===== src/rtl/io_wait_pkg.sv =====
// io_wait_pkg: shared state encoding and default wait/timeout constants for the I/O wait-state DTACK source.
package io_wait_pkg;
  typedef enum logic [2:0] {IDLE, SETUP, WAIT, READY_WAIT, ACK, ERR} stateT;
  localparam int DEF_READ_WAITS = 3;
  localparam int DEF_WRITE_WAITS = 2;
  localparam int DEF_TIMEOUT_CYCLES = 255;
endpackage


===== src/rtl/wait_timeout_counter.sv =====
// wait_timeout_counter: loadable counter with clear/load/decrement/increment and a terminal-count flag.
module wait_timeout_counter #(
  parameter int CNT_W = 8,
  parameter logic [CNT_W-1:0] TERM = '0
) (
  input  logic             clk,
  input  logic             rst,
  input  logic             clr,
  input  logic             load,
  input  logic [CNT_W-1:0] loadVal,
  input  logic             dec,
  input  logic             inc,
  output logic             term
);
  logic [CNT_W-1:0] count;
  // Decrement saturates at zero so a zero-wait load can sit through SETUP.
  always_ff @(posedge clk or posedge rst)
    if (rst) count <= '0;
    else if (clr) count <= '0;
    else if (load) count <= loadVal;
    else if (dec && count != '0) count <= count - CNT_W'(1);
    else if (inc) count <= count + CNT_W'(1);
  assign term = count == TERM;
endmodule


===== src/rtl/io_wait_state_dtack.sv =====
// io_wait_state_dtack: wait-state sequencer and DTACK source for a slow I/O peripheral on the 68k bus.
// Define IO_WAIT_TIMEOUT_EN to add the timeout counter, ERR state and bus-error output.
module io_wait_state_dtack import io_wait_pkg::*; #(
  parameter int READ_WAITS = DEF_READ_WAITS,
  parameter int WRITE_WAITS = DEF_WRITE_WAITS,
  parameter int TIMEOUT_CYCLES = DEF_TIMEOUT_CYCLES,
  parameter int CNT_W = 8
) (
  input  logic Clock,
  input  logic Reset_H,
  input  logic AS_L,
  input  logic RW,
  input  logic UDS_L,
  input  logic LDS_L,
  input  logic Select_H,
  input  logic DeviceReady_H,
  output logic Dtack_L,
  output logic Berr_L,
  output logic DeviceCS_H,
  output logic DeviceRd_H,
  output logic DeviceWr_H,
  output logic Busy_H
);
  stateT state, nextState;
  logic rwQ, rwNext, start, waitDone, timedOut;
  if (READ_WAITS >= 2**CNT_W || WRITE_WAITS >= 2**CNT_W || TIMEOUT_CYCLES >= 2**CNT_W) begin : gBadWidth
    $error("CNT_W too narrow for wait/timeout counts");
  end
  assign start = state == IDLE && !AS_L && Select_H && (!UDS_L || !LDS_L);
  assign rwNext = start ? RW : rwQ;
  // Decrementing through SETUP makes the count hit zero exactly when N wait cycles are done.
  wait_timeout_counter #(.CNT_W(CNT_W), .TERM('0)) waitCnt (
    .clk(Clock),
    .rst(Reset_H),
    .clr(1'b0),
    .load(start),
    .loadVal(RW ? CNT_W'(READ_WAITS) : CNT_W'(WRITE_WAITS)),
    .dec(state == SETUP || state == WAIT),
    .inc(1'b0),
    .term(waitDone)
  );
`ifdef IO_WAIT_TIMEOUT_EN
  wait_timeout_counter #(.CNT_W(CNT_W), .TERM(CNT_W'(TIMEOUT_CYCLES))) timeoutCnt (
    .clk(Clock),
    .rst(Reset_H),
    .clr(start),
    .load(1'b0),
    .loadVal('0),
    .dec(1'b0),
    .inc(state == SETUP || state == WAIT || state == READY_WAIT),
    .term(timedOut)
  );
`else
  assign timedOut = 1'b0;
  assign Berr_L = 1'b1;
`endif
  // Abort beats everything; ready beats timeout.
  always_comb begin
    nextState = IDLE;
    case (state)
      IDLE:         nextState = start ? SETUP : IDLE;
      SETUP, WAIT:  nextState = AS_L ? IDLE : timedOut ? ERR : waitDone ? READY_WAIT : WAIT;
      READY_WAIT:   nextState = AS_L ? IDLE : DeviceReady_H ? ACK : timedOut ? ERR : READY_WAIT;
      ACK, ERR:     nextState = AS_L ? IDLE : state;
      default:      nextState = IDLE;
    endcase
  end
  always_ff @(posedge Clock or posedge Reset_H)
    if (Reset_H) begin
      state <= IDLE;
      rwQ <= 1'b0;
      Dtack_L <= 1'b1;
`ifdef IO_WAIT_TIMEOUT_EN
      Berr_L <= 1'b1;
`endif
      DeviceCS_H <= 1'b0;
      DeviceRd_H <= 1'b0;
      DeviceWr_H <= 1'b0;
      Busy_H <= 1'b0;
    end else begin
      state <= nextState;
      rwQ <= rwNext;
      Dtack_L <= nextState != ACK;
`ifdef IO_WAIT_TIMEOUT_EN
      Berr_L <= nextState != ERR;
`endif
      DeviceCS_H <= nextState inside {SETUP, WAIT, READY_WAIT, ACK};
      DeviceRd_H <= rwNext && nextState inside {WAIT, READY_WAIT, ACK};
      DeviceWr_H <= !rwNext && nextState inside {WAIT, READY_WAIT, ACK};
      Busy_H <= nextState != IDLE;
    end
endmodule


===== config.mk =====
export PLATFORM = sky130hd
export DESIGN_NAME = io_wait_state_dtack
export DESIGN_NICKNAME = d
export VERILOG_FILES = /design/src/rtl/io_wait_pkg.sv /design/src/rtl/wait_timeout_counter.sv /design/src/rtl/io_wait_state_dtack.sv
export SDC_FILE = /design/constraint.sdc
export NUM_CORES = 1
export LEC_CHECK = 0
export ABC_AREA = 1
export BUFFER_PORTS_ARGS = -buffer_cell sky130_fd_sc_hd__clkbuf_2
export CORE_ASPECT_RATIO = 0.7
export CORE_MARGIN = 5
export CORE_UTILIZATION = 25
export DETAILED_ROUTE_END_ITERATION = 10
export PLACE_DENSITY_LB_ADDON = 0.12
export SLEW_MARGIN = 20
export SYNTH_ARGS = -nofsm -noshare
export SYNTH_HDL_FRONTEND = slang
export SYNTH_SLANG_ARGS = --single-unit

===== constraint.sdc =====
create_clock -name Clock -period 1.2 [get_ports Clock]
set_input_delay 0.18 -clock Clock [delete_from_list [all_inputs] [get_ports Clock]]
set_output_delay 0.18 -clock Clock [all_outputs]
set_load 0.05 [all_outputs]

# Word level (Yosys, flattened, before mapping)
# Index checks and enable logic that the tools add are counted.
# Widths: inputs -> output; s select.
# totals
regBits	17
inputBits	8
word_cells	51
# op_classes
addsub	1
n_eq_ne	10
muxes	11
reduce_logical	21
# op_table
op	n
$mux 8	2
$eq 3x2->1 const B	4
$pmux 3 s4	1
$eq 3x3->1 const B	3
$mux 3	3
$logic_not 8->1	1
$reduce_bool 8->1	1
$sub 8x1->8 const B	1
$eq 3x1->1 const B	2
$logic_and 1x1->1	6
$reduce_bool 3->1	2
$logic_not 1->1	4
$mux 1	4
$reduce_bool 4->1	1
$reduce_or 2->1	2
$logic_not 3->1	1
$ne 3x3->1 const B	1
$logic_or 1x1->1	2
$mux 2	1
$reduce_bool 2->1	1

# Longest topological paths before layout
# Gate-level depths: netlist (run 1).
# depth
word_depth	9
mapped_depth	10

# Cells and area by module
# From an unflattened synthesis (run 1), not the netlist that was laid out.
# unflattened
cells_unflattened	182
hier_area_um2	1271.2
# by_module_without_submodules
module	n_inst	cells_each	area_each_um2	seq_area_each_um2
wait_timeout_counter	1	122	792.0	200.2
io_wait_state_dtack	1	60	479.2	226.5

# Worst setup path before layout (run 1)
# No wires, ideal clock.
# synth_timing
kind	reg2reg
startpoint	register waitCnt.count[0]
endpoint	register DeviceCS_H
setup_ps	77
t_arrival_ps	1215
setup_slack_ps	-93
path_stages_with_launch	9
cell_sequence	dfrtp_1 > inv_1 > ha_1 > nand2_1 > nor2_1 > nand2_2 > nor2_1 > nor2_2 > a21oi_1
# synth_between
elab_chain_cells	6
# synth_lines
item	line	source
start, declared	wait_timeout_counter.sv:15	logic [CNT_W-1:0] count;
start signal, assigned	wait_timeout_counter.sv:20	else if (load) count <= loadVal;
start signal, assigned	wait_timeout_counter.sv:21	else if (dec && count != '0) count <= count - CNT_W'(1);
start signal, assigned	wait_timeout_counter.sv:22	else if (inc) count <= count + CNT_W'(1);
$logic_not 8->1 (*)	wait_timeout_counter.sv:23	assign term = count == TERM;
$mux 1 (*)	io_wait_state_dtack.sv:62	SETUP, WAIT: nextState = AS_L ? IDLE : timedOut ? ERR : waitDone ? READY_WAIT : WAIT;
$mux 2 (*)	io_wait_state_dtack.sv:62	
$pmux 3 s4 (*)	io_wait_state_dtack.sv:60	case (state)
$eq 3x1->1 (tied with other cells)	io_wait_state_dtack.sv:87	DeviceCS_H <= nextState inside {SETUP, WAIT, READY_WAIT, ACK};
$reduce_bool 4->1 (*)	io_wait_state_dtack.sv:87	
end signal, assigned	io_wait_state_dtack.sv:87	
end, declared	io_wait_state_dtack.sv:19	output logic DeviceCS_H,
# Mark *: on every way between the ends. The rest lies on a longest branch, timed or not.
# A chain may end at the register's enable or synchronous reset.

# Worst setup path in the final report (run 1)
# layout_timing
startpoint	register waitCnt.count[0]
endpoint	register waitCnt.count[7]
# layout_between
elab_chain_cells	3
# layout_lines
item	line
$sub 8x1->8 / $reduce_bool 8->1 (equally long branches)	wait_timeout_counter.sv:21
$mux 8 / $logic_and 1x1->1 (equally long branches)	wait_timeout_counter.sv:21
$mux 8 / $reduce_bool 2->1 (equally long branches)	-
# Several ways; a longest one is shown, not always the timed one. The select of a mux whose other input is x is not followed.

==> results of run 1 <==
==> registers in the layout (all words and copies together) (netlist names) <==
| register | count |
|---|---|
| Busy_H | 1 |
| DeviceWr_H | 1 |
| waitCnt.count | 8 |
| DeviceCS_H | 1 |
| rwQ | 1 |
| Dtack_L | 1 |
| state | 3 |
| DeviceRd_H | 1 |
==> routing by layer <==
layer	global-route usage [%]	wire (um)	up-vias
li1	-	-	456
met1	13.7	1240	387
met2	13.0	979	15
met3	3.39	115	2
met4	2.37	18	0
met5	0	0	-
==> kinds of logic (layout without fill, tap and decap cells) <==
kind of cell               after synthesis  count (layout)  synth area share [%]
buffers and inverters                   24              56                  10.1
and+or+nand+nor                         64              64                  36.8
adders and majority gates                2               2                  2.49
other                                    1               1                 0.373
DFF                                     17              17                  42.4
AOI/OAI and AO/OA                       14              14                  6.97
xor gates and xnor gates                 1               1                 0.871
==> cell type report <==
type / count / area share (%)
clock buffer: 4 / 3.27
inverter: 23 / 7.17
multi-input combinational: 82 / 39.0
sequential: 17 / 30.9
tap: 52 / 4.72
timing repair buffer: 29 / 14.9
==> synthesized netlist by cell type <==
cell      number
nand2_4        5
nand3b_1       2
dfrtp_1       16
nand2_8        1
clkinv_4       1
nor2_2         5
nand4_1        9
inv_1         16
nand2_1       17
inv_4          1
o21ai_0        6
inv_2          5
nand2_2        4
nand3_2        1
a21oi_1        2
nor2_1        11
nand3_1        8
conb_1         1
buf_4          1
xor2_1         1
ha_1           2
nor2_4         1
o21ai_1        6
dfstp_2        1
==> tightest hold or removal path, delay by kind of cell <==
family | cells | cell delay, ns
buffers and inverters | 1 | 0.10
and+or+nand+nor | 2 | 0.12
==> power groups by stage <==
stage	registers (W)	clock network [W]	logic (W)
after floorplan	0.000996	0	0.000956
after global placement	0.000912	0	0.00156
after detailed placement	0.000910	0	0.00159
after CTS	0.000904	0.000457	0.00166
after global routing	0.000928	0.000469	0.00197
final	0.000902	0.000433	0.00177
==> what timing repair did <==
item / 4_1_cts / 5_1_grt
hold buffers: 1 / 0
resized for setup: 9 / 11
endpoints found under the hold margin: 16 / 0
pin swaps: 8 / 9
endpoints found under the setup margin: 13 / 14
setup buffers: 1 / 2
==> stage by stage <==
step / area [um2] / worst slack, ns / setup TNS (ns)
2_1_floorplan: 1020 / -0.0213 / -0.0310
3_3_place_gp: 1240 / -0.105 / -0.563
3_5_place_dp: 1240 / -0.116 / -0.794
4_1_cts: 1330 / -0.124 / -0.728
5_1_grt: 1380 / -0.171 / -1.62
6_report: 1380 / -0.0742 / -0.457
==> cells in the final DEF (no fill, tap or decap), drive strengths merged <==
cell,count
dlygate4sd3,1
nor2,17
ha,2
inv,22
nand4,9
clkbuf,16
nand3,9
clkinv,1
o21ai,12
nand3b,2
a21oi,2
buf,16
dfrtp,16
conb,1
dfstp,1
nand2,27
xor2,1
==> worst paths after layout <==
| path | end | from | cells past startpoint |
|---|---|---|---|
| min in group asynchronous | DeviceWr_H$_DFF_PP0_ | Reset_H | 4 |
| max | waitCnt.count[7]$_DFFE_PP0P_ | waitCnt.count[0]$_DFFE_PP0P_ | 10 |
| max reg2reg | waitCnt.count[7]$_DFFE_PP0P_ | waitCnt.count[0]$_DFFE_PP0P_ | 10 |
| min | rwQ$_DFF_PP0_ | RW | 3 |
| min reg2reg | rwQ$_DFF_PP0_ | rwQ$_DFF_PP0_ | 2 |
| max in group asynchronous | Dtack_L$_DFF_PP1_ | Reset_H | 4 |
==> reports/summary.txt, run 1 <==
Comb pwr share: 57.0%
maximum vdd drop: 920 uV
Worst Setup Path Type: reg -> reg
crit path cell chain: inv_2 > ha_4 > nand2_2 > nor2_2 > nand2_2 > nand2_4 > nand2_8 > inv_6 > nand2_2 > o21ai_2
min Tclk post-route: 1.27 ns
Worst-path clk slew: 0.07 ns
gpl congestion: 0.800
status: finished with violations
Inst Count DP: 199
failing checks: negative setup slack
Area Growth Syn to Fin: 37.1%
fin nets: 166
Synth top area share: 39.8%
Die ar.: 5410 um2
CTS tree: done
Die Wd: 85.8 um
number of remaining DRC errors: 0
Yosys warning count: 0
Inserted Clock Buffers: 3
Min-Delay Path Class: in -> reg
RSZ-0062 raised after global routing: yes
hold_ws: 0.185 ns
Pins Over Slew Limit: 0
Seq pwr share: 29.0%
Top Family by Delay on Critical Path: simple AND/OR/NAND/NOR gates
P per Cell Area: 2250 nW/um2
Crit path required time: 1.38 ns
setup ws final: -0.0742 ns
critical path's largest stage delay: 0.39 ns
setup violators final: 9
1st-iter DRT viols: 54
Mapped Nets: 133
final core utilization: 35.4%
PortBufs: 12
final hold vios: 0
Die H: 63.1 um
layout cells sized above 1: 47.7%
flop and latch count out of synthesis: 17
fill count: 435
largest net degree at the start of global routing: 18
switching share of power: 44.2%
Area contributors post-synth: dfrtp_1, nand2_1, inv_1
synth unique cells: 24
leading area contributor after synthesis: dfrtp_1
Int Power: 0.00173 W
Fmax: 785 MHz
dpl hpwl: 1770 um
leakage: 0.692 nW
FP Rows: 19
WP buf/inv: 2
first-pass detailed-route iteration total: 7
DR WL/cell: 11.3 um
Arr. time, crit path: 1.45 ns
Core ar.: 3900 um2
grt total ovfl: 0
DR vias: 860
skew final: 0.00225 ns
Cells after Synth: 123
Crit path top cell by count: nand2_2
via/cell ratio: 4.15
Worst setup EP type: flip-flop
Post-Route WL: 2350 um
# IOs: 14
total power: 0.00311 W
max-cap viol count: 0
critical path fanouts, max: 7
multi-input logic area: 538 um2
initial antenna violation count: 0
number of diodes: 0
final period utilization: 106%
worst skew pair latency: 0.25 ns
total track usage: 9.40%
CP Launch Type: flip-flop
syn_area_per_cell: 8.18 um2
final cell count without fillers: 207
post-synthesis sequential area ratio: 42.4%
clk root buf: clkbuf_8
clock power share: 13.9%
global-route wire length before repair: 4000 um
Reg area: 427 um2
H-tree levels: 1
Sink Count: 17
vias in the first global route: 857
CP max stage cell: dfrtp_1
Starting Density: 25.8%
R2R Setup Slk: -0.07 ns
maximum buffer depth of the clock tree: 2
antenna-violating nets left: 0
Net Sw Power: 0.00137 W
mapped cell area: 1010 um2
(Power assumes the default switching activity.)
==> inputs of run 2 (changes only) <==
--- a/config.mk
+++ b/config.mk
@@ -5,7 +5,7 @@
 export SDC_FILE = /design/constraint.sdc
 export NUM_CORES = 1
 export LEC_CHECK = 0
-export ABC_AREA = 1
+export ABC_AREA = 0
 export BUFFER_PORTS_ARGS = -buffer_cell sky130_fd_sc_hd__clkbuf_2
 export CORE_ASPECT_RATIO = 0.7
 export CORE_MARGIN = 5
==> run 2 against run 1 <==
The flow still finishes with violations (negative setup slack). Critical path type unchanged. First-iteration DRC count shrank 37%. Sequential power shrank 0.9%. Global-route usage increased by 0.96 points. Die area decreased by 13%.
==> reports/summary.txt, run 2 <==
status: finished with violations (unchanged)
failing checks: negative setup slack (unchanged)
WP buf/inv: 1 (was 2)
Post-synth ARST share: 100% (unchanged)
setup violators final: 16 (was 9)
setup ws final: -0.511 ns (was -0.0742 ns)
H-tree levels: 1 (unchanged)
Synth top area share: 46.5% (was 39.8%)
final hold vios: 0 (unchanged)
CP max stage cell: or4_4 (was dfrtp_1)
synth unique cells: 35 (was 24)
Core ar.: 3230 um2 (was 3900 um2)
maximum buffer depth of the clock tree: 2 (unchanged)
commonest non-fill, non-tap cell in the layout: buf_4 (was dfrtp_1)
Sink Count: 17 (unchanged)
Post-Route WL: 2170 um (was 2350 um)
dominant synthesized flop cell: dfrtp_1 (unchanged)
# IOs: 14 (unchanged)
layout cells sized above 1: 57.3% (was 47.7%)
dpl hpwl: 1590 um (was 1770 um)
leakage: 0.653 nW (was 0.692 nW)
DR vias: 718 (was 860)
Cells after Synth: 82 (was 123)
FP Rows: 17 (was 19)
Arr. time, crit path: 1.89 ns (was 1.45 ns)
mapped cell area: 861 um2 (was 1010 um2)
largest registers: waitCnt.count x8, state x3 (unchanged)
Top reg by flops: waitCnt.count (unchanged)
Mapped Nets: 92 (was 133)
final period utilization: 143% (was 106%)
Worst-path clk slew: 0.07 ns (about the same)
Starting Density: 26.6% (was 25.8%)
number of flip-flops in the largest register: 8 (unchanged)
Critical Path Sink: waitCnt.count[7]$_DFFE_PP0P_ (unchanged)
grt total ovfl: 0 (unchanged)
gpl congestion: 0.769 (was 0.800)
via/cell ratio: 4.20 (was 4.15)
cell count of the worst reg-to-reg path: 6 (was 10)
Post-Place Worst Slack: -0.476 ns (was -0.116 ns)
RSZ-0062 raised after global routing: yes (unchanged)
critical path's largest stage delay: 0.49 ns (was 0.39 ns)
Post-synth top cells: dfrtp_1, inv_1, nand2_1 (was nand2_1, dfrtp_1, inv_1)
fin nets: 135 (was 166)
critical path fanouts, max: 3 (was 7)
global-route wire length before repair: 3740 um (was 4000 um)
Pins Over Slew Limit: 0 (unchanged)
Die Wd: 80.1 um (was 85.8 um)
clk root buf: clkbuf_8 (unchanged)
Min-Delay Path Class: in -> reg (unchanged)
Area Growth Syn to Fin: 62.5% (was 37.1%)
total track usage: 10.4% (was 9.40%)
skew final: 0.00827 ns (was 0.00225 ns)
Die H: 59.1 um (was 63.1 um)
Fmax: 585 MHz (was 785 MHz)
placement-stage cell area: 1190 um2 (was 1240 um2)
syn_area_per_cell: 10.5 um2 (was 8.18 um2)
DR WL/cell: 12.7 um (was 11.3 um)
min Tclk post-route: 1.71 ns (was 1.27 ns)
1st-iter DRT viols: 34 (was 54)
Worst Setup Path Type: reg -> reg (unchanged)
flop and latch count out of synthesis: 17 (unchanged)
Die ar.: 4740 um2 (was 5410 um2)
Crit path required time: 1.38 ns (about the same)
max-cap viol count: 0 (unchanged)
PortBufs: 12 (unchanged)
vias in the first global route: 773 (was 857)
crit path cell chain: inv_2 > ha_4 > nor3b_4 > a211o_1 > or4_4 > a21oi_2 (was inv_2 > ha_4 > nand2_2 > nor2_2 > nand2_2 > nand2_4 > nand2_8 > inv_6 > nand2_2 > o21ai_2)
leading area contributor after synthesis: dfrtp_1 (unchanged)
most frequent cells in the layout: buf_4, dfrtp_1, clkbuf_2, nand2_1, inv_1 (was dfrtp_1, buf_4, inv_1, nand2_2, clkbuf_2)
initial antenna violation count: 0 (unchanged)
P per Cell Area: 2040 nW/um2 (was 2250 nW/um2)
worst skew pair latency: 0.26 ns (was 0.25 ns)
Post-synth EDFFs: 0 (unchanged)
post-synthesis sequential area ratio: 49.6% (was 42.4%)
Post-Layout Inst Area: 1400 um2 (was 1380 um2)
CTS tree: done (unchanged)
Inserted Clock Buffers: 3 (unchanged)
Yosys warning count: 0 (unchanged)
Area contributors post-synth: dfrtp_1, inv_1, a2111oi_4 (was dfrtp_1, nand2_1, inv_1)
number of remaining DRC errors: 0 (unchanged)
number of diodes: 0 (unchanged)
critical path depth: 6 (was 10)
first-pass detailed-route iteration total: 4 (was 7)
largest net degree at the start of global routing: 18 (unchanged)
maximum vdd drop: 825 uV (was 920 uV)
Worst setup EP type: flip-flop (unchanged)
antenna-violating nets left: 0 (unchanged)
R2R Setup Slk: -0.51 ns (was -0.07 ns)
Top Family by Delay on Critical Path: simple AND/OR/NAND/NOR gates (unchanged)
FF-to-FF End: waitCnt.count[7]$_DFFE_PP0P_ (unchanged)
most common cell in the netlist: dfrtp_1 (was nand2_1)
CP Launch Type: flip-flop (unchanged)
r2r startpoint: waitCnt.count[1]$_DFFE_PP0P_ (was waitCnt.count[0]$_DFFE_PP0P_)
Crit. Startpoint: waitCnt.count[1]$_DFFE_PP0P_ (was waitCnt.count[0]$_DFFE_PP0P_)
## run 2: cell count changes after synthesis, sizes merged, moves of 3 or more
cell   before  now
nand3       9    4
nand2      27    7
nand4       9    1
o21ai      12    2
nor2       17    3
xnor2       0    3
inv        22    8
## run 2: area by class of cell
class | instances | area, um2
clock buffers | 3 | 41.3
clock inverters | 1 | 7.51
fillers | 333 | 1830
inverters | 8 | 30.0
multi-input cells | 55 | 543
flip-flops and latches | 17 | 428
well taps | 47 | 58.8
repair buffers | 40 | 290
## run 2: cell families (layout without fill, tap and decap cells)
kind of cell | Yosys count | count (layout) | synth area share (%)
mux | 3 | 3 | 3.63
simple gates | 29 | 29 | 19.2
xor+xnor | 4 | 4 | 4.07
fa+ha+maj | 2 | 2 | 2.91
other cells | 1 | 1 | 0.436
compound gates | 16 | 16 | 15.4
flops | 17 | 17 | 49.6
buf+inv | 10 | 52 | 4.80
## run 2: power breakdown
part / internal [W] / switching, W
Clock: 0.000234 / 0.000206
Combinational: 0.000776 / 0.000738
Sequential: 0.000738 / 0.000156
Total: 0.00175 / 0.00110
## run 2: per-stage QoR
stage                     setup TNS [ns]  hold WS, ns  util (%)  power (W)  instances
final                              -4.67        0.150      43.3    0.00285        171
after global routing               -5.85        0.169      43.3    0.00307        171
after CTS                          -4.55        0.141      42.0    0.00278        171
after detailed placement           -4.89        0.196      36.9    0.00220        162
after global placement             -5.03        0.193      36.9    0.00221        162
after floorplan                    -3.54        0.105         -    0.00160         82
## run 2: per-layer routing
layer	vias to the layer above	GRT usage [%]	part of all wire, %	wire length, um
li1	373	-	-	-
met1	330	13.5	52	1130
met2	13	15.9	42	910
met3	2	4.10	5.5	119
met4	0	2.89	0.55	12
met5	-	0	0	0
## run 2: worst min-delay path: stages
cell and delay, ns:
clkbuf_2 0.10, nand2_1 0.04, o21ai_0 0.06
## run 2: worst min path at each step
stage,from,to,slack [ns],cells after the start
CTS,RW,waitCnt.count[0]$_DFFE_PP0P_,0.14,3
global route,RW,waitCnt.count[0]$_DFFE_PP0P_,0.17,3
global placement,Reset_H,rwQ$_DFF_PP0_,0.19,3
finish,RW,waitCnt.count[0]$_DFFE_PP0P_,0.15,3
detailed placement,Reset_H,DeviceRd_H$_DFF_PP0_,0.20,3
floorplan,Reset_H,Busy_H$_DFF_PP0_,0.11,1
## run 2: repair_timing
action	CTS	global route
setup endpoints to repair	18	17
pin swaps	15	4
buffers inserted	6	1
hold buffers	1	0
resized for setup	16	9
hold endpoints to repair	16	0
